File: config.mk
export PLATFORM = sky130hd
export DESIGN_NAME = mc_controller
export DESIGN_NICKNAME = d
export VERILOG_FILES = /design/src/rtl/mc_controller.sv
export SDC_FILE = /design/constraint.sdc
export NUM_CORES = 1
export LEC_CHECK = 0
export BUFFER_PORTS_ARGS = -buffer_cell sky130_fd_sc_hd__buf_4
export CORE_MARGIN = 2
export CORE_UTILIZATION = 35
export CTS_BUF_LIST = sky130_fd_sc_hd__clkbuf_2
export DETAILED_ROUTE_END_ITERATION = 10
export GPL_ROUTABILITY_DRIVEN = 1
export PLACE_DENSITY = 0.67
export SLEW_MARGIN = 20
export SYNTH_ARGS = -nofsm -noshare
export SYNTH_HDL_FRONTEND = slang
export SYNTH_SLANG_ARGS = --single-unit
File: constraint.sdc
create_clock -name clk -period 2.7 [get_ports clk]
set_input_delay 0.405 -clock clk [delete_from_list [all_inputs] [get_ports clk]]
set_output_delay 0.405 -clock clk [all_outputs]
set_load 0.03 [all_outputs]
File: src/rtl/mc_controller.sv
// mc_controller
//   Multi-cycle MIPS main control unit. A Moore FSM steps each instruction
//   through IF -> ID -> EXE -> (MEM) -> (WB). It drives the datapath enables
//   and mux selects, and it issues the 3-bit ALU code. It consumes the ALU
//   zero flag to resolve beq, and the overflow flag to suppress addi
//   write-back.
//
// Ports
//   clk, rst        : clock, asynchronous active-high reset
//   op, funct       : IR[31:26] and IR[5:0]
//   zero, overflow  : ALU flags, only looked at in EXE
//   pc_we, pc_src   : PC write enable and next-PC select (00 +4, 01 branch, 10 jump)
//   ir_we, mem_we   : IR load and data memory write enables
//   reg_we, reg_dst : register file write enable and destination select (00 rt, 01 rd)
//   wb_sel          : write-back source (0 ALU result, 1 memory data)
//   alu_srcb, ext_op: ALU B select (1 = immediate) and sign(1)/zero(0) extension
//   alu_ctr         : ALU operation code
//   ov_trap, illegal: one-cycle pulses for suppressed write-back / bad decode
//   state           : current FSM state, for debug
module mc_controller #(
  parameter logic [2:0] RESET_STATE = 3'd0
) (
  input  logic       clk,
  input  logic       rst,
  input  logic [5:0] op,
  input  logic [5:0] funct,
  input  logic       zero,
  input  logic       overflow,
  output logic       pc_we,
  output logic [1:0] pc_src,
  output logic       ir_we,
  output logic       mem_we,
  output logic       reg_we,
  output logic [1:0] reg_dst,
  output logic       wb_sel,
  output logic       alu_srcb,
  output logic       ext_op,
  output logic [2:0] alu_ctr,
  output logic       ov_trap,
  output logic       illegal,
  output logic [2:0] state
);

  typedef enum logic [2:0] {
    S_IF  = 3'd0,
    S_ID  = 3'd1,
    S_EXE = 3'd2,
    S_MEM = 3'd3,
    S_WB  = 3'd4
  } state_t;

  localparam logic [5:0] OP_RTYPE = 6'b000000;
  localparam logic [5:0] OP_J     = 6'b000010;
  localparam logic [5:0] OP_BEQ   = 6'b000100;
  localparam logic [5:0] OP_ADDI  = 6'b001000;
  localparam logic [5:0] OP_ORI   = 6'b001101;
  localparam logic [5:0] OP_LUI   = 6'b001111;
  localparam logic [5:0] OP_LW    = 6'b100011;
  localparam logic [5:0] OP_SW    = 6'b101011;

  localparam logic [5:0] FN_SLL   = 6'b000000;
  localparam logic [5:0] FN_ADDU  = 6'b100001;
  localparam logic [5:0] FN_SUBU  = 6'b100011;
  localparam logic [5:0] FN_SLT   = 6'b101010;

  localparam logic [2:0] ALU_SLT  = 3'b000;
  localparam logic [2:0] ALU_OR   = 3'b001;
  localparam logic [2:0] ALU_ADD  = 3'b010;
  localparam logic [2:0] ALU_LUI  = 3'b011;
  localparam logic [2:0] ALU_SLL  = 3'b101;
  localparam logic [2:0] ALU_SUB  = 3'b110;

  state_t cur_state;
  state_t nxt_state;
  logic   ov_reg;

  logic is_rtype, is_j, is_beq, is_addi, is_ori, is_lui, is_lw, is_sw;
  logic r_legal, legal;

  assign state = cur_state;

  // Instruction class decode from the IR fields.
  assign is_rtype = (op == OP_RTYPE);
  assign is_j     = (op == OP_J);
  assign is_beq   = (op == OP_BEQ);
  assign is_addi  = (op == OP_ADDI);
  assign is_ori   = (op == OP_ORI);
  assign is_lui   = (op == OP_LUI);
  assign is_lw    = (op == OP_LW);
  assign is_sw    = (op == OP_SW);
  assign r_legal  = is_rtype && ((funct == FN_ADDU) || (funct == FN_SUBU) ||
                                 (funct == FN_SLT)  || (funct == FN_SLL));
  assign legal    = r_legal || is_j || is_beq || is_addi || is_ori ||
                    is_lui || is_lw || is_sw;

  // State register; reset abandons whatever instruction was in flight.
  always_ff @(posedge clk or posedge rst) begin
    if (rst) begin
      cur_state <= state_t'(RESET_STATE);
    end else begin
      cur_state <= nxt_state;
    end
  end

  // Overflow is only meaningful at the end of an addi EXE cycle. It is
  // cleared at every fetch so that a stale flag never reaches a later WB.
  always_ff @(posedge clk or posedge rst) begin
    if (rst) begin
      ov_reg <= 1'b0;
    end else if (cur_state == S_IF) begin
      ov_reg <= 1'b0;
    end else if (cur_state == S_EXE && is_addi) begin
      ov_reg <= overflow;
    end
  end

  // Next-state and Moore-style output decode. Reset forces every output
  // low combinationally, so enables drop in the same cycle rst rises.
  always_comb begin
    nxt_state = S_IF;
    pc_we     = 1'b0;
    pc_src    = 2'b00;
    ir_we     = 1'b0;
    mem_we    = 1'b0;
    reg_we    = 1'b0;
    reg_dst   = 2'b00;
    wb_sel    = 1'b0;
    alu_srcb  = 1'b0;
    ext_op    = 1'b0;
    alu_ctr   = ALU_SLT;
    ov_trap   = 1'b0;
    illegal   = 1'b0;

    case (cur_state)
      S_IF: begin
        ir_we     = 1'b1;
        pc_we     = 1'b1;
        pc_src    = 2'b00;
        nxt_state = S_ID;
      end

      S_ID: begin
        if (is_j) begin
          pc_we     = 1'b1;
          pc_src    = 2'b10;
          nxt_state = S_IF;
        end else if (!legal) begin
          illegal   = 1'b1;
          nxt_state = S_IF;
        end else begin
          nxt_state = S_EXE;
        end
      end

      S_EXE: begin
        nxt_state = S_WB;
        if (is_rtype) begin
          alu_srcb = 1'b0;
          case (funct)
            FN_ADDU: alu_ctr = ALU_ADD;
            FN_SUBU: alu_ctr = ALU_SUB;
            FN_SLT:  alu_ctr = ALU_SLT;
            FN_SLL:  alu_ctr = ALU_SLL;
            default: alu_ctr = ALU_SLT;
          endcase
        end else if (is_ori) begin
          alu_ctr  = ALU_OR;
          alu_srcb = 1'b1;
          ext_op   = 1'b0;
        end else if (is_lui) begin
          alu_ctr  = ALU_LUI;
          alu_srcb = 1'b1;
        end else if (is_addi) begin
          alu_ctr  = ALU_ADD;
          alu_srcb = 1'b1;
          ext_op   = 1'b1;
        end else if (is_lw || is_sw) begin
          alu_ctr   = ALU_ADD;
          alu_srcb  = 1'b1;
          ext_op    = 1'b1;
          nxt_state = S_MEM;
        end else if (is_beq) begin
          // Branch compares rt by subtraction; the offset is signed.
          alu_ctr   = ALU_SUB;
          alu_srcb  = 1'b0;
          ext_op    = 1'b1;
          pc_we     = zero;
          pc_src    = 2'b01;
          nxt_state = S_IF;
        end else begin
          nxt_state = S_IF;
        end
      end

      S_MEM: begin
        if (is_sw) begin
          mem_we    = 1'b1;
          nxt_state = S_IF;
        end else if (is_lw) begin
          nxt_state = S_WB;
        end else begin
          nxt_state = S_IF;
        end
      end

      S_WB: begin
        if (is_addi && ov_reg) begin
          ov_trap = 1'b1;
        end else begin
          reg_we = 1'b1;
        end
        reg_dst   = is_rtype ? 2'b01 : 2'b00;
        wb_sel    = is_lw;
        nxt_state = S_IF;
      end

      default: begin
        nxt_state = S_IF;
      end
    endcase

    if (rst) begin
      pc_we    = 1'b0;
      pc_src   = 2'b00;
      ir_we    = 1'b0;
      mem_we   = 1'b0;
      reg_we   = 1'b0;
      reg_dst  = 2'b00;
      wb_sel   = 1'b0;
      alu_srcb = 1'b0;
      ext_op   = 1'b0;
      alu_ctr  = ALU_SLT;
      ov_trap  = 1'b0;
      illegal  = 1'b0;
    end
  end

endmodule

=== Word-level counts from Yosys, hierarchy flattened ===
Index checks and enable logic that the tools add are counted.

* Register bits after elaboration: 4
* Bits in latches: 0
* RAM bits: 0
* Bits in read-only memories: 0
* Bits of input ports: 16
* Output and inout bits: 19
* Logic and storage cells: 108
* Memories kept: 0

* $add $sub $neg: 0
* Multiply operators: 0
* Div/mod/pow operators: 0
* $lt $le $gt $ge: 0
* Equality and inequality tests: 14
* Shift-type cells: 0
* Mux-type cells: 74
* Bitwise logic cells: 0
* Reductions and logical operators: 18

{| class="wikitable"
|+ Operator list
! cell !! count
|-
| $mux 1 || 50
|-
| $mux 3 || 14
|-
| $eq 6x6->1 const B || 5
|-
| $eq 6x4->1 const B || 3
|-
| $logic_not 6->1 || 2
|-
| $mux 2 || 6
|-
| $pmux 3 s4 || 1
|-
| $logic_or 1x1->1 || 11
|-
| $pmux 3 s3 || 1
|-
| $eq 3x2->1 const B || 2
|-
| $eq 6x2->1 const B || 1
|-
| $eq 6x3->1 const B || 1
|-
| $pmux 2 s2 || 1
|-
| $eq 3x1->1 const B || 1
|-
| $eq 3x3->1 const B || 1
|-
| $logic_and 1x1->1 || 3
|-
| $logic_not 3->1 || 1
|-
| $pmux 1 s3 || 1
|-
| $reduce_bool 2->1 || 1
|}

=== Logic depth before layout (Yosys ltp) ===
Gate-level depths: netlist of run 1.

* Depth after elaboration: 16
* Gate-level depth with buffers: 7
* Depth with buffers taken out: 5

=== Least setup slack after synthesis of run 1 ===
Ideal clock, no wire load.

* Path kind: in2out
* Start point: in op[1]
* End point: out alu_ctr[2]
* Arrival: 2.695 ns
* Required time: 2.295 ns
* Path slack: -0.400 ns
* Stages on the path: 4
* Path buffers: 2
* Cells stage by stage: buf_2 -> or4_4 -> buf_6 -> a2111oi_0

* Longest elaborated chain between the ends: 9
* Elaborated cells on any way between the ends: 16
* Classes of those cells: eq/ne (6); mux (8); reduce/logical (2)

{| class="wikitable"
|+ Ends and longest elaborated chain
! element !! line !! text
|-
| from (decl) || 25 || <nowiki>input logic [5:0] op,</nowiki>
|-
| $eq 6x3->1 (tied with other cells) || 85 || <nowiki>assign is_beq = (op == OP_BEQ);</nowiki>
|-
| $mux 3 or $logic_or 1x1->1 (tied branches) || 182, 177 ||
|-
| $mux 3 || 177 || <nowiki>end else if (is_lw || is_sw) begin</nowiki>
|-
| $mux 3 || 173 || <nowiki>end else if (is_addi) begin</nowiki>
|-
| $mux 3 || 170 || <nowiki>end else if (is_lui) begin</nowiki>
|-
| $mux 3 || 166 || <nowiki>end else if (is_ori) begin</nowiki>
|-
| $mux 3 (*) || 157 || <nowiki>if (is_rtype) begin</nowiki>
|-
| $mux 3 (*) || 134 || <nowiki>case (cur_state)</nowiki>
|-
| $mux 3 (*) || 222 || <nowiki>if (rst) begin</nowiki>
|-
| to (decl) || 38 || <nowiki>output logic [2:0] alu_ctr,</nowiki>
|}

Every way passes the cells marked *; elsewhere a longest branch is shown, timed or not.

=== Final worst setup path of run 1 ===
* Start point: in op[0]
* End point: out pc_we

* Longest elaborated chain between the ends: 9
* Elaborated cells on any way between the ends: 18
* Classes of those cells: eq/ne (7); mux (9); reduce/logical (2)

{| class="wikitable"
|+ Ends and longest elaborated chain
! element !! line !! text
|-
| $eq 6x3->1 (tied with other cells) || 85 ||
|-
| $mux 1 or $logic_or 1x1->1 (tied branches) || 182, 177 ||
|-
| $mux 1 || 177 ||
|-
| $mux 1 || 173 ||
|-
| $mux 1 || 170 ||
|-
| $mux 1 || 166 ||
|-
| $mux 1 || 157 ||
|-
| $pmux 1 s3 (*) || 134 ||
|-
| $mux 1 (*) || 222 ||
|-
| to (decl) || 29 || <nowiki>output logic pc_we,</nowiki>
|}

Marked as above.

==> out/metrics.yaml, run 1 <==
outcome: "finished clean"
finalCritPeriodShare_pct: 89.4
cp.required_ns: 2.30
mostFrequentLayoutCell: "buf_4"
cts.path.max_buffers: 2
yosysSeqAreaShare_pct: 15.3
crit_fanout: 10
portBuffers: 33
cts_tree: "built"
worstPathArrival_ns: 2.01
cts_setup_buffers: 0
n_antenna_cell: 0
stdcell_count: 151
rrSetupSlack_ns: 1.43
vias: 805
critical_path_class: "in -> out"
viasPerCell: 5.33
drtAntennaViolNets: 0
dp_hpwl_mm: 1.43
async_flop_share_pct: 100
finalSetupViolations: 0
cts_hold_buf: 0
place.gp.congestion: 0.803
largest_reg_flops: 3
ys_warn_count: 0
rsz0062_at_grt: "false"
grt_pass1_vias: 692
grt_max_degree: 19
drv_cap: 0
r2r_end: "state[1]"
numCtsBuffers: 3
p_leak_nw: 0.382
boundaryPins: 35
synth_ff_type: "dfrtp_1"
cp-end-kind: "primary output"
ys_seq_elements: 4
dpl_cell_area_um2: 890
drive_gt1_share_pct: 32.5
rr_startpoint: "state[2]"
wl_per_cell_um: 11.8
layout_common_cells: "34 x buf_4, 15 x nor2_1, 8 x a21oi_1"
netlist_area_um2: 656
design.core.area_mm2: 0.00175
clock_sinks: 4
root_buffer: "clkbuf_2"
wirelength_mm: 1.79
synth_cells: 98
hold_ws_ns: 0.149
p_per_area_mw_per_mm2: 377
ir_drop_mv: 0.380
worstSetupStartpointType: "input pin"
min_path_type: "in -> async"
nets: 144
dpl.cell_count: 148
fillers: 195
htreeDepth: 1
clock_skew_ns: 0.00134
firstDrtPassIters: 4
finish.utilization_pct: 51.8
syn_to_final_growth_pct: 38.0
antenna_found_initial: 0
path_clk_slew_ns: 0.04
rr_worst_depth: 3
start_util_pct: 37.6
dieArea_mm2: 0.00224
cts.repair.resized: 0
drc: 0
grt_pass1_wl_mm: 2.75
finalMaxSlewViolations: 0
final_area_um2: 905
max_freq_ghz: 0.414
synth_cell_types: 34
die_y_um: 47.3
hold_viol: 0
drt_iter0_drc: 11
synth-edff-count: 0
synth_area_per_cell_um2: 6.69
gr-total-overflow: 0
rows: 15
syn_nets: 114
min_period_ns: 2.41
grt_usage_pct: 16.6
clk_latency_ns: 0.19
die-width_um: 47.3
## worst max-delay path, stage by stage
cell and delay (ns):
buf_4 0.14, or4_4 0.61, nor2_4 0.12, nand4b_1 0.13, a2111oi_2 0.38, buf_4 0.22
## stage by stage
step / setup WS (ns) / power [mW] / setup TNS, ns
after floorplan: -0.00228 / 0.226 / -0.00228
after global placement: 0.307 / 0.293 / 0
after detailed placement: 0.282 / 0.294 / 0
after CTS: 0.282 / 0.344 / 0
after global routing: 0.178 / 0.370 / 0
final: 0.285 / 0.341 / 0
## worst max path at each step
stage / startpoint / endpoint / slack, ns / depth (start not counted)
floorplan: op[1] / alu_ctr[2] / -0.002 / 4
global placement: op[0] / pc_we / 0.31 / 6
detailed placement: op[0] / pc_we / 0.28 / 6
CTS: op[0] / pc_we / 0.28 / 6
global route: op[0] / pc_we / 0.18 / 6
finish: op[0] / pc_we / 0.29 / 6
## cells by family (layout without fill, tap and decap cells)
kind of cell | count (synthesis) | in the layout | share of synthesized area, %
AOI/OAI and AO/OA | 21 | 21 | 21.0
xor gates and xnor gates | 1 | 1 | 1.34
buffers and inverters | 14 | 42 | 11.3
DFF | 4 | 4 | 15.3
muxes | 1 | 1 | 1.53
other | 1 | 1 | 0.572
and+or+nand+nor | 56 | 56 | 49.0
## final cells by class
cell class	instances	area, µm²	area share [%]
flip-flops and latches	4	100	11.1
repair buffers	34	255	28.2
inverters	5	18.8	2.07
well taps	25	31.3	3.46
clock buffers	3	15.0	1.66
multi-input cells	80	484	53.5
## Yosys cell counts (3+ instances only)
cell / n / share of area (%)
and3_1: 3 / 2.9
nand3_1: 6 / 4.6
nor4_1: 4 / 3.8
nand2_1: 7 / 4.0
inv_1: 5 / 2.9
nor2_1: 15 / 8.6
or3_1: 4 / 3.8
a21oi_1: 8 / 6.1
nor3_1: 3 / 2.3
nand4b_1: 3 / 4.0
dfrtp_1: 4 / 15
clkbuf_1: 4 / 2.3
## power by group
| group | switching [mW] | internal [mW] | total, mW |
|---|---|---|---|
| registers | 0.0289 | 0.0689 | 0.0979 |
| clock network | 0.0190 | 0.0299 | 0.0489 |
| logic | 0.109 | 0.0854 | 0.194 |
| total | 0.156 | 0.184 | 0.341 |
## per-layer routing
metal | wire, µm | track usage [%]
met1 | 854 | 22.7
met2 | 837 | 27.6
met3 | 94 | 1.15
met4 | 0 | 5.00
met5 | 0 | 0
Note: power is estimated with default switching activity, not from simulation.
==> run 2: changes to the inputs <==
Settings changed: RECOVER_POWER set to 50.
==> out/metrics.yaml, run 2 (synthesized netlist as in run 1, its figures left out) <==
outcome: "finished clean"
finalMaxSlewViolations: 0  # unchanged
drt_iter0_drc: 10  # -1
stdcell_count: 151  # unchanged
finish.utilization_pct: 50.3  # -1.5 points
ir_drop_mv: 0.365  # -3.9%
final_area_um2: 878  # -2.9%
dpl.cell_count: 148  # unchanged
crit_family: "simple AND/OR/NAND/NOR gates"
place.gp.congestion: 0.803  # unchanged
drive_gt1_share_pct: 27.0  # -5.6 points
p_per_area_mw_per_mm2: 374  # -0.55%
nets: 144  # unchanged
layout_common_cells: "27 x buf_4, 15 x nor2_1, 8 x a21oi_1"
cts_hold_buf: 0  # unchanged
largest_reg_flops: 3  # unchanged
wirelength_mm: 1.77  # -0.67%
grt_usage_pct: 16.6  # unchanged
portBuffers: 33  # unchanged
worstPathArrival_ns: 2.01  # about the same
finalSetupViolations: 0  # unchanged
firstDrtPassIters: 4  # unchanged
drv_cap: 0  # unchanged
slowest_stage: "or4_4"
syn_to_final_growth_pct: 34.0
clock_skew_ns: 0.00128  # -0.0000590 ns
drtAntennaViolNets: 0  # unchanged
rsz0062_at_grt: "false"
cts_setup_buffers: 0  # unchanged
grt_max_degree: 19  # unchanged
critical_path.cell_chain: "buf_4 > or4_4 > nor2_4 > nand4b_1 > a2111oi_2 > buf_4"
gr-total-overflow: 0  # unchanged
hold_viol: 0  # unchanged
worstSetupStartpointType: "input pin"
mostFrequentLayoutCell: "buf_4"
vias: 813  # +0.99%
finalCritPeriodShare_pct: 89.6  # +0.12 points
wl_per_cell_um: 11.7  # -0.67%
grt_pass1_wl_mm: 2.75  # unchanged
cts_tree: "built"
root_buffer: "clkbuf_2"
fin_ws_ns: 0.282  # -0.00337 ns
max_freq_ghz: 0.414  # -0.14%
critPathBufInv: 2  # unchanged
htreeDepth: 1  # unchanged
path_clk_slew_ns: 0.04  # about the same
design.core.area_mm2: 0.00175  # unchanged
clock_sinks: 4  # unchanged
crit_fanout: 10  # unchanged
dp_hpwl_mm: 1.43  # unchanged
n_antenna_cell: 0  # unchanged
clk_latency_ns: 0.19  # about the same
critical_path_class: "in -> out"
cp-end-kind: "primary output"
dpl_cell_area_um2: 890  # unchanged
p_leak_nw: 0.356  # -6.9%
cp.required_ns: 2.30  # about the same
min_path_type: "in -> async"
fillers: 199  # +2.1%
post-place-ws_ns: 0.282  # unchanged
grt_pass1_vias: 692  # unchanged
dieArea_mm2: 0.00224  # unchanged
viasPerCell: 5.38  # +0.99%
cpPeakStageDelay_ns: 0.61  # about the same
rows: 15  # unchanged
finalPower_mw: 0.329  # -3.4%
cts.path.max_buffers: 2  # unchanged
min_period_ns: 2.42  # +0.00337 ns
die-width_um: 47.3  # unchanged
numCtsBuffers: 3  # unchanged
cts.repair.resized: 0  # unchanged
die_y_um: 47.3  # unchanged
start_util_pct: 37.6  # unchanged
timing.critical_path.mode_cell: "buf_4"
boundaryPins: 35  # unchanged
drc: 0  # unchanged
antenna_found_initial: 0  # unchanged
## run 2: cell types whose count changed in the layout (fill, tap and decap cells not counted), sizes merged
cell,delta
buf,-7
clkbuf,+7
## run 2: power breakdown
group	internal (mW)	total [mW]	switching (mW)
logic	0.0734	0.182	0.108
clock network	0.0299	0.0489	0.0190
registers	0.0689	0.0982	0.0293
total	0.172	0.329	0.157
## run 2: final cells by class
class                   count  area [µm²]  area share [%]
clock buffers               3        15.0            1.71
flip-flops and latches      4         100            11.4
well taps                  25        31.3            3.56
multi-input cells          80         484            55.1
inverters                   5        18.8            2.14
repair buffers             34         229            26.1
## run 2: worst paths after layout
check	end	slack, ns	cells after the start	startpoint
setup / recovery	pc_we	0.28	6	op[0]
hold / removal	ov_reg	0.19	2	rst
setup reg to reg	state[1]	1.43	3	state[2]
hold reg to reg	ov_reg	0.60	2	ov_reg
max in group asynchronous	state[2]	2.35	2	rst
min in group clk	state[1]	0.58	3	op[4]
## run 2: stage by stage
stage | hold slack (ns) | setup TNS, ns
floorplan | 0.180 | -0.00228
global placement | 0.347 | 0
detailed placement | 0.348 | 0
CTS | 0.141 | 0
global route | 0.174 | 0
finish | 0.187 | 0
## run 2: worst reg2reg max path: cells and delay by family, from the launching register on
kind	cells	cell delay [ns]
AO/OA/AOI/OAI	1	0.18
flip-flops	1	0.47
AND/OR/NAND/NOR	2	0.54
## run 2: routing by layer
metal  part of all wire, %  GRT usage (%)  up-vias
met2                    48           27.6       23
met3                   5.5           1.15        0
li1                      -              -      419
met1                    47           22.7      371
met4                     0           5.00        0
met5                     0              0        -
